File: config.mk
export PLATFORM = sky130hd
export DESIGN_NAME = multicycle_controller
export DESIGN_NICKNAME = d
export VERILOG_FILES = /design/src/rtl/multicycle_controller.sv
export SDC_FILE = /design/constraint.sdc
export NUM_CORES = 1
export LEC_CHECK = 0
export BUFFER_PORTS_ARGS = -buffer_cell sky130_fd_sc_hd__buf_4
export CAP_MARGIN = 20
export CORE_UTILIZATION = 50
export CTS_CLUSTER_DIAMETER = 150
export DETAILED_ROUTE_END_ITERATION = 16
export GPL_TIMING_DRIVEN = 0
export PLACE_DENSITY_LB_ADDON = 0.08
export SLEW_MARGIN = 20
export SYNTH_ARGS = -nofsm -noshare
export SYNTH_HDL_FRONTEND = slang
export SYNTH_SLANG_ARGS = --single-unit
File: constraint.sdc
create_clock -name CLK -period 3.7 [get_ports CLK]
set_input_delay 0.37 -clock CLK [delete_from_list [all_inputs] [get_ports CLK]]
set_output_delay 0.37 -clock CLK [all_outputs]
set_load 0.03 [all_outputs]
File: src/rtl/multicycle_controller.sv
// multicycle_controller: Moore FSM sequencing the multicycle MIPS datapath (lw, sw, R-type, beq, j, addi).
// Control outputs are registered together with the state, so they change only on clock edges.
module multicycle_controller (
    input  logic       CLK,
    input  logic       RST,
    input  logic [5:0] OPCODE,
    output logic       PCWriteCond,
    output logic       PCWrite,
    output logic       IorD,
    output logic       R_wbar,
    output logic       MemToReg,
    output logic       IRWrite,
    output logic [1:0] PCSrc,
    output logic [1:0] ALUOp,
    output logic       ALUSrcA,
    output logic [1:0] ALUSrcB,
    output logic       RegWrite,
    output logic       RegDst,
    output logic [3:0] state_dbg,
    output logic       instr_done,
    output logic       illegal_op
);
    localparam logic [5:0] OP_RTYPE = 6'h00;
    localparam logic [5:0] OP_LW    = 6'h23;
    localparam logic [5:0] OP_SW    = 6'h2B;
    localparam logic [5:0] OP_BEQ   = 6'h04;
    localparam logic [5:0] OP_J     = 6'h02;
    localparam logic [5:0] OP_ADDI  = 6'h08;

    typedef enum logic [3:0] {
        FETCH = 4'd0, DECODE = 4'd1, MEMADR = 4'd2, MEMRD = 4'd3, MEMWB = 4'd4, MEMWR = 4'd5,
        REXEC = 4'd6, RCOMP = 4'd7, BRANCH = 4'd8, JUMP = 4'd9, ADDIEX = 4'd10, ADDIWB = 4'd11
    } state_t;

    typedef struct packed {
        logic       pcWriteCond;
        logic       pcWrite;
        logic       iorD;
        logic       rWbar;
        logic       memToReg;
        logic       irWrite;
        logic [1:0] pcSrc;
        logic [1:0] aluOp;
        logic       aluSrcA;
        logic [1:0] aluSrcB;
        logic       regWrite;
        logic       regDst;
        logic       instrDone;
    } ctrl_t;

    localparam ctrl_t CTRL_IDLE = '{rWbar: 1'b1, default: '0};

    state_t state, nextState;
    ctrl_t  ctrl;
    logic   armed, isStore, legalOp;

    function automatic ctrl_t ctrlFor(state_t s);
        ctrl_t c;
        c = CTRL_IDLE;
        case (s)
            FETCH:          begin c.irWrite = 1'b1; c.aluSrcB = 2'b01; c.pcWrite = 1'b1; end
            DECODE:         c.aluSrcB = 2'b11;
            MEMADR, ADDIEX: begin c.aluSrcA = 1'b1; c.aluSrcB = 2'b10; end
            MEMRD:          c.iorD = 1'b1;
            MEMWB:          begin c.memToReg = 1'b1; c.regWrite = 1'b1; c.instrDone = 1'b1; end
            MEMWR:          begin c.iorD = 1'b1; c.rWbar = 1'b0; c.instrDone = 1'b1; end
            REXEC:          begin c.aluSrcA = 1'b1; c.aluOp = 2'b10; end
            RCOMP:          begin c.regDst = 1'b1; c.regWrite = 1'b1; c.instrDone = 1'b1; end
            BRANCH: begin
                c.aluSrcA = 1'b1; c.aluOp = 2'b01; c.pcWriteCond = 1'b1;
                c.pcSrc = 2'b01; c.instrDone = 1'b1;
            end
            JUMP:           begin c.pcWrite = 1'b1; c.pcSrc = 2'b10; c.instrDone = 1'b1; end
            ADDIWB:         begin c.regWrite = 1'b1; c.instrDone = 1'b1; end
            default: ;
        endcase
        return c;
    endfunction

    assign legalOp = OPCODE inside {OP_RTYPE, OP_LW, OP_SW, OP_BEQ, OP_J, OP_ADDI};

    // The first edge after reset only loads FETCH outputs; the state is already FETCH.
    always_comb begin
        nextState = FETCH;
        if (armed)
            case (state)
                FETCH:  nextState = DECODE;
                DECODE: nextState = (OPCODE == OP_LW || OPCODE == OP_SW) ? MEMADR :
                                    (OPCODE == OP_RTYPE) ? REXEC :
                                    (OPCODE == OP_BEQ)   ? BRANCH :
                                    (OPCODE == OP_J)     ? JUMP :
                                    (OPCODE == OP_ADDI)  ? ADDIEX : FETCH;
                MEMADR: nextState = isStore ? MEMWR : MEMRD;
                MEMRD:  nextState = MEMWB;
                REXEC:  nextState = RCOMP;
                ADDIEX: nextState = ADDIWB;
                default: nextState = FETCH;
            endcase
    end

    always_ff @(posedge CLK or posedge RST) begin
        if (RST) begin
            state   <= FETCH;
            ctrl    <= CTRL_IDLE;
            armed   <= 1'b0;
            isStore <= 1'b0;
        end else begin
            state <= nextState;
            ctrl  <= ctrlFor(nextState);
            armed <= 1'b1;
            if (state == DECODE) isStore <= (OPCODE == OP_SW);
        end
    end

    assign {PCWriteCond, PCWrite, IorD, R_wbar, MemToReg, IRWrite, PCSrc, ALUOp,
            ALUSrcA, ALUSrcB, RegWrite, RegDst, instr_done} = ctrl;
    assign state_dbg  = state;
    // OPCODE only becomes valid once IR has loaded, i.e. during DECODE itself.
    assign illegal_op = (state == DECODE) && !legalOp;
endmodule
======== Word level (Yosys, flattened, before mapping) ========
Cells that the tools add are included.
operators by class
  equality and inequality tests ........... 21
  multiplexer cells ....................... 21
  reductions and logical operators ........ 13
operators with widths
  kind                number
  $mux 4              6
  $pmux 4 s6          1
  $eq 4x3->1 const B  5
  $eq 4x4->1 const B  5
  $eq 4x2->1 const B  4
  $eq 6x6->1 const B  2
  $mux 1              10
  $eq 4x1->1 const B  2
  $logic_not 4->1     2
  $pmux 2 s2          2
  $eq 6x2->1 const B  1
  $eq 6x3->1 const B  1
  $eq 6x4->1 const B  1
  $logic_not 6->1     1
  $pmux 2 s3          1
  $reduce_bool 6->1   1
  $reduce_or 2->1     3
  $reduce_or 6->1     1
  $reduce_or 4->1     1
  $mux 3              1
  $reduce_or 3->1     1
  $logic_and 1x1->1   1
  $logic_not 1->1     1
  $logic_or 1x1->1    1
storage, ports and cells
  bits in registers ....................... 22
  bits of input ports ..................... 8
  output and inout bits ................... 21

======== Logic depth before layout (Yosys ltp) ========
  depth after elaboration ................. 11
  depth in mapped cells ................... 6

======== Worst setup path before layout ========
No wires, ideal clock.
  kind .................................... reg2reg
  start ................................... register state[2] (netlist: state_dbg[2])
  end ..................................... register ctrl, in the netlist RegWrite
  library setup time ...................... 0.065 ns
  data arrival time ....................... 1.833 ns
  data required time ...................... 3.635 ns
  path slack .............................. 1.801 ns
  cell stages (with the launch flop) ...... 6
  path buffers ............................ 0
  period minus slack after synthesis ...... 1.899 ns
  cell sequence ........................... dfrtp_1 > nor4b_4 > o211ai_2 > a221oi_4 > xnor2_1 > o211a_1
on the way
  cells in the longest elaborated chain, start to end .. 6
RTL lines
  item                                      line  source
  start: declaration                        53    state_t state, nextState;
  start signal: assignment                  108   state <= nextState;
  $eq 4x4->1 (tied with other cells)        86    case (state)
  $pmux 4 s6 (*)                            86
  $mux 4 (*)                                85    if (armed)
  via nextState[1]                          53
  $eq 4x3->1 or $eq 4x4->1 (tied branches)  60    case (s)
  $reduce_or 3->1 (no source line) (*)      -
  $mux 1 (*)                                60
  end signal: assignment                    109   ctrl <= ctrlFor(nextState);
  end: declaration                          54    ctrl_t ctrl;
Mark *: on every way through the listed nets, which the timed path passes. The rest lies on a longest branch.
A chain may end at the register's enable or synchronous reset.

======== Worst setup path after layout ========
Ends and elaborated chain as after synthesis.

==> results.md <==
* Layout cells sized above 1 at 42.1%
* Final Max Slew Viols at 0
* Hold Slack at around 180 ps
* Fillers at 139
* TritonCTS clock tree: yes
* Lkg Pwr at ~0.64 nW
* Maxcap violations at 0
* Clock root cell: clkbuf_4
* Startpoint Class: register
* Most used DFF post-synth: dfrtp_1
* Max clock buf depth at 2
* VDD IR max at 0.374 mV
* Grt ovf at 0
* Crit path max fanout at 10
* Htree depth at 1
* Critical Path Sink Type: register
* Status: finished, final reports clean
* Full die area at about 2100 um^2
* Worst Tran Pin Value at 720 ps
* First-pass GRT wire length at about 3000 um
* PwrDens at around 370 nW/um^2
* Worst Hold Class: in -> async
* Final setup fails at 0
* GPL Wtd Cong at 0.777
* Post-synthesis cell count at 89
* IO Pins at 29
* Resize count post-CTS at 0
* Final Critical Period at ~2000 ps
* Post-synth top area share at 48.8%
* Post-CTS Setup Bufs at 0
* Area contributors post-synth: dfrtp_1 (49%), and3_2 (3.1%), nor2_1 (3.1%), a221oi_4 (2.7%), dfstp_2 (2.7%)
* Fmax at 0.497 GHz
* Fin nets at 130
* Worst-skew pair later-pin latency at 300 ps
* Switch share at a little under a quarter
* Clock network power share at 37.3%
* Initial Utilization at 54.6%
* Die width at 46.1 um
* Area of the mapped netlist at 973 um^2
* Final instance count without filler cells at 146
* Largest net degree at the start of global routing at 21
* Combinational share of power at 14.4%
* Core Footprint at 1780 um^2
* Area grow syn2layout at 30.2%
* Routed via count at just over 800
* Reg clk slew, reported paths at around 120 ps
* Cell variety after synth at 37
* Ant diodes at 0
* Syn Nets at 97
* Post-cts hold buffer count at 0
* Count of final hold-check violations at 0
* Unrepaired setup endpoints after global routing: no
* Remaining routing DRC violations at 0
* P_sw at 112 uW
* Dpl hpwl at 1390 um
* Dpl ws at 1700 ps
* Setup_tns at 0 ps
* Crit path kind: reg -> reg
* Placed Cells at 142
* Cell taking the most area after synthesis: dfrtp_1
* Multiplexer share of the synthesized area at 1.16%
* Initial antenna violation count at 0
* Cell Int Power at around 360 uW
* Worst rel slew slack at between 50 and 60%
* DR iter-0 viols at 15
* Register share of total power at 48.2%
* Mean routed wirelength per cell at 13.1 um
* Synth Area in Compound Gates at 20.1%
* Largest family of logic cells by synthesized area: simple AND/OR/NAND/NOR gates
* Sequential cell area fraction in the yosys report at 51.5%
* Chip Height at 46.1 um
* Post-synth ARST share at 100%
* CP max-delay cell: dfrtp_1
* Clk_skew at 5.23 ps
* Via density per instance at 5.53
* Final ANT Viol Nets at 0
* WL final at between 1500 and 2000 um
* CP Data Arrival Time at 2260 ps
* Synth Area in Adders at 0%
* Tot GR Track Use at about a fifth
* Detailed Routing Iterations Pass 1 at 4
* Crit-path cells: nor4b_4 > o211ai_2 > a221oi_4 > xnor2_1 > o211a_1
* Worst Path Required at 3940 ps
* PortBufs at 28
* Final cycle utilization of the critical path at a little over half
* Synth Area in Simple Gates at 21.1%
* Synth warnings at 0
* Flops & latches, synth at 20
* Post-synth EDFFs at 0
* Slowest stage delay, CP at 500 ps
* Overall power at 473 uW
* Worst Setup Slack, final at 1690 ps
* # clock sinks at 20
* TritonCTS Buffers at 3
* Site Rows at 15
* Vias in the first global route at 688
* Synth Area in XOR/XNOR at 1.80%
* Syn avg cell area at around 11 um^2
==> power by group through the flow <==
stage	Clock, mW	Sequential (mW)	Combinational (mW)
6_report	0.177	0.228	0.0683
5_1_grt	0.189	0.229	0.0749
4_1_cts	0.181	0.228	0.0688
3_5_place_dp	0	0.232	0.0684
3_3_place_gp	0	0.232	0.0675
2_1_floorplan	0	0.243	0.0330
==> worst max-delay path, delay by kind of cell, from the launching register on <==
| family | cells | cell delay, ps |
|---|---|---|
| xor+xnor | 1 | 170 |
| compound gates | 3 | 870 |
| flops | 1 | 500 |
| simple gates | 1 | 410 |
==> state kept, by name, summed over array words and instances, names as in the netlist <==
signal	cells
state_dbg	4
PCWrite	1
ALUSrcB	2
IRWrite	1
RegWrite	1
R_wbar	1
MemToReg	1
RegDst	1
IorD	1
PCSrc	1
PCWriteCond	1
instr_done	1
armed	1
ALUOp	1
isStore	1
ALUSrcA	1
==> cells by family (layout without fill, tap and decap cells) <==
kind of cell,after synthesis,count (layout)
and+or+nand+nor,34,34
AOI/OAI and AO/OA,23,23
DFF,20,20
buffers and inverters,8,40
xor gates and xnor gates,2,2
other,1,1
muxes,1,1
==> cell usage after synthesis (2+ instances only) <==
master    number
nor2_1         8
inv_1          5
and2b_2        2
o211ai_2       2
dfrtp_1       19
and3_2         4
a31oi_1        2
nand2_1        5
nand4_1        2
buf_4          2
a21oi_1        4
nor4_1         4
o21ai_0        3
nor3_1         4
==> cell usage in the layout, fill, tap and decap left out, types with 2 or more instances in the layout <==
cell type | Yosys | routed
clkbuf_4 | 0 | 3
and2b_2 | 2 | 2
buf_4 | 2 | 30
and3_2 | 4 | 4
a31oi_1 | 2 | 2
o21ai_0 | 3 | 3
inv_1 | 5 | 5
o211ai_2 | 2 | 2
nor3_1 | 4 | 4
nor4_1 | 4 | 4
dfrtp_1 | 19 | 19
a21oi_1 | 4 | 4
nand4_1 | 2 | 2
nor2_1 | 8 | 8
nand2_1 | 5 | 5
==> final cells by class <==
cell class / instances / area, um^2 / share of cell area (%)
buffer: 3 / 20.0 / 1.58
tap: 25 / 31.3 / 2.47
timing repair buffer: 28 / 210 / 16.6
clock buffer: 3 / 22.5 / 1.78
inverter: 5 / 18.8 / 1.48
clock inverter: 1 / 30.0 / 2.37
multi-input combinational: 61 / 433 / 34.2
sequential: 20 / 502 / 39.6
==> path summary, 6_finish.rpt <==
kind	startpoint	to	slack, ps	cells past startpoint
worst max register to register	state_dbg[2]	RegWrite	1690	5
worst min register to register	isStore	isStore	620	2
worst max-delay path	state_dbg[2]	RegWrite	1690	5
max in group asynchronous	RST	ALUOp[1]	3070	2
min in group CLK	OPCODE[3]	isStore	360	3
worst min-delay path	RST	isStore	180	2
==> routing by layer <==
metal | vias up | part of all wire [%] | GRT usage, %
li1 | 392 | - | -
met1 | 384 | 43 | 26.5
met2 | 29 | 52 | 34.1
met3 | 2 | 5.6 | 3.53
met4 | 0 | 0.21 | 7.06
met5 | - | 0 | 0
==> metrics by stage <==
| stage | utilization, % | area, um^2 |
|---|---|---|
| after floorplan | - | 973 |
| after global placement | 68.1 | 1210 |
| after detailed placement | 68.1 | 1210 |
| after CTS | 71.1 | 1270 |
| after global routing | 71.1 | 1270 |
| final | 71.1 | 1270 |
Note: power is estimated with default switching activity, not from simulation.
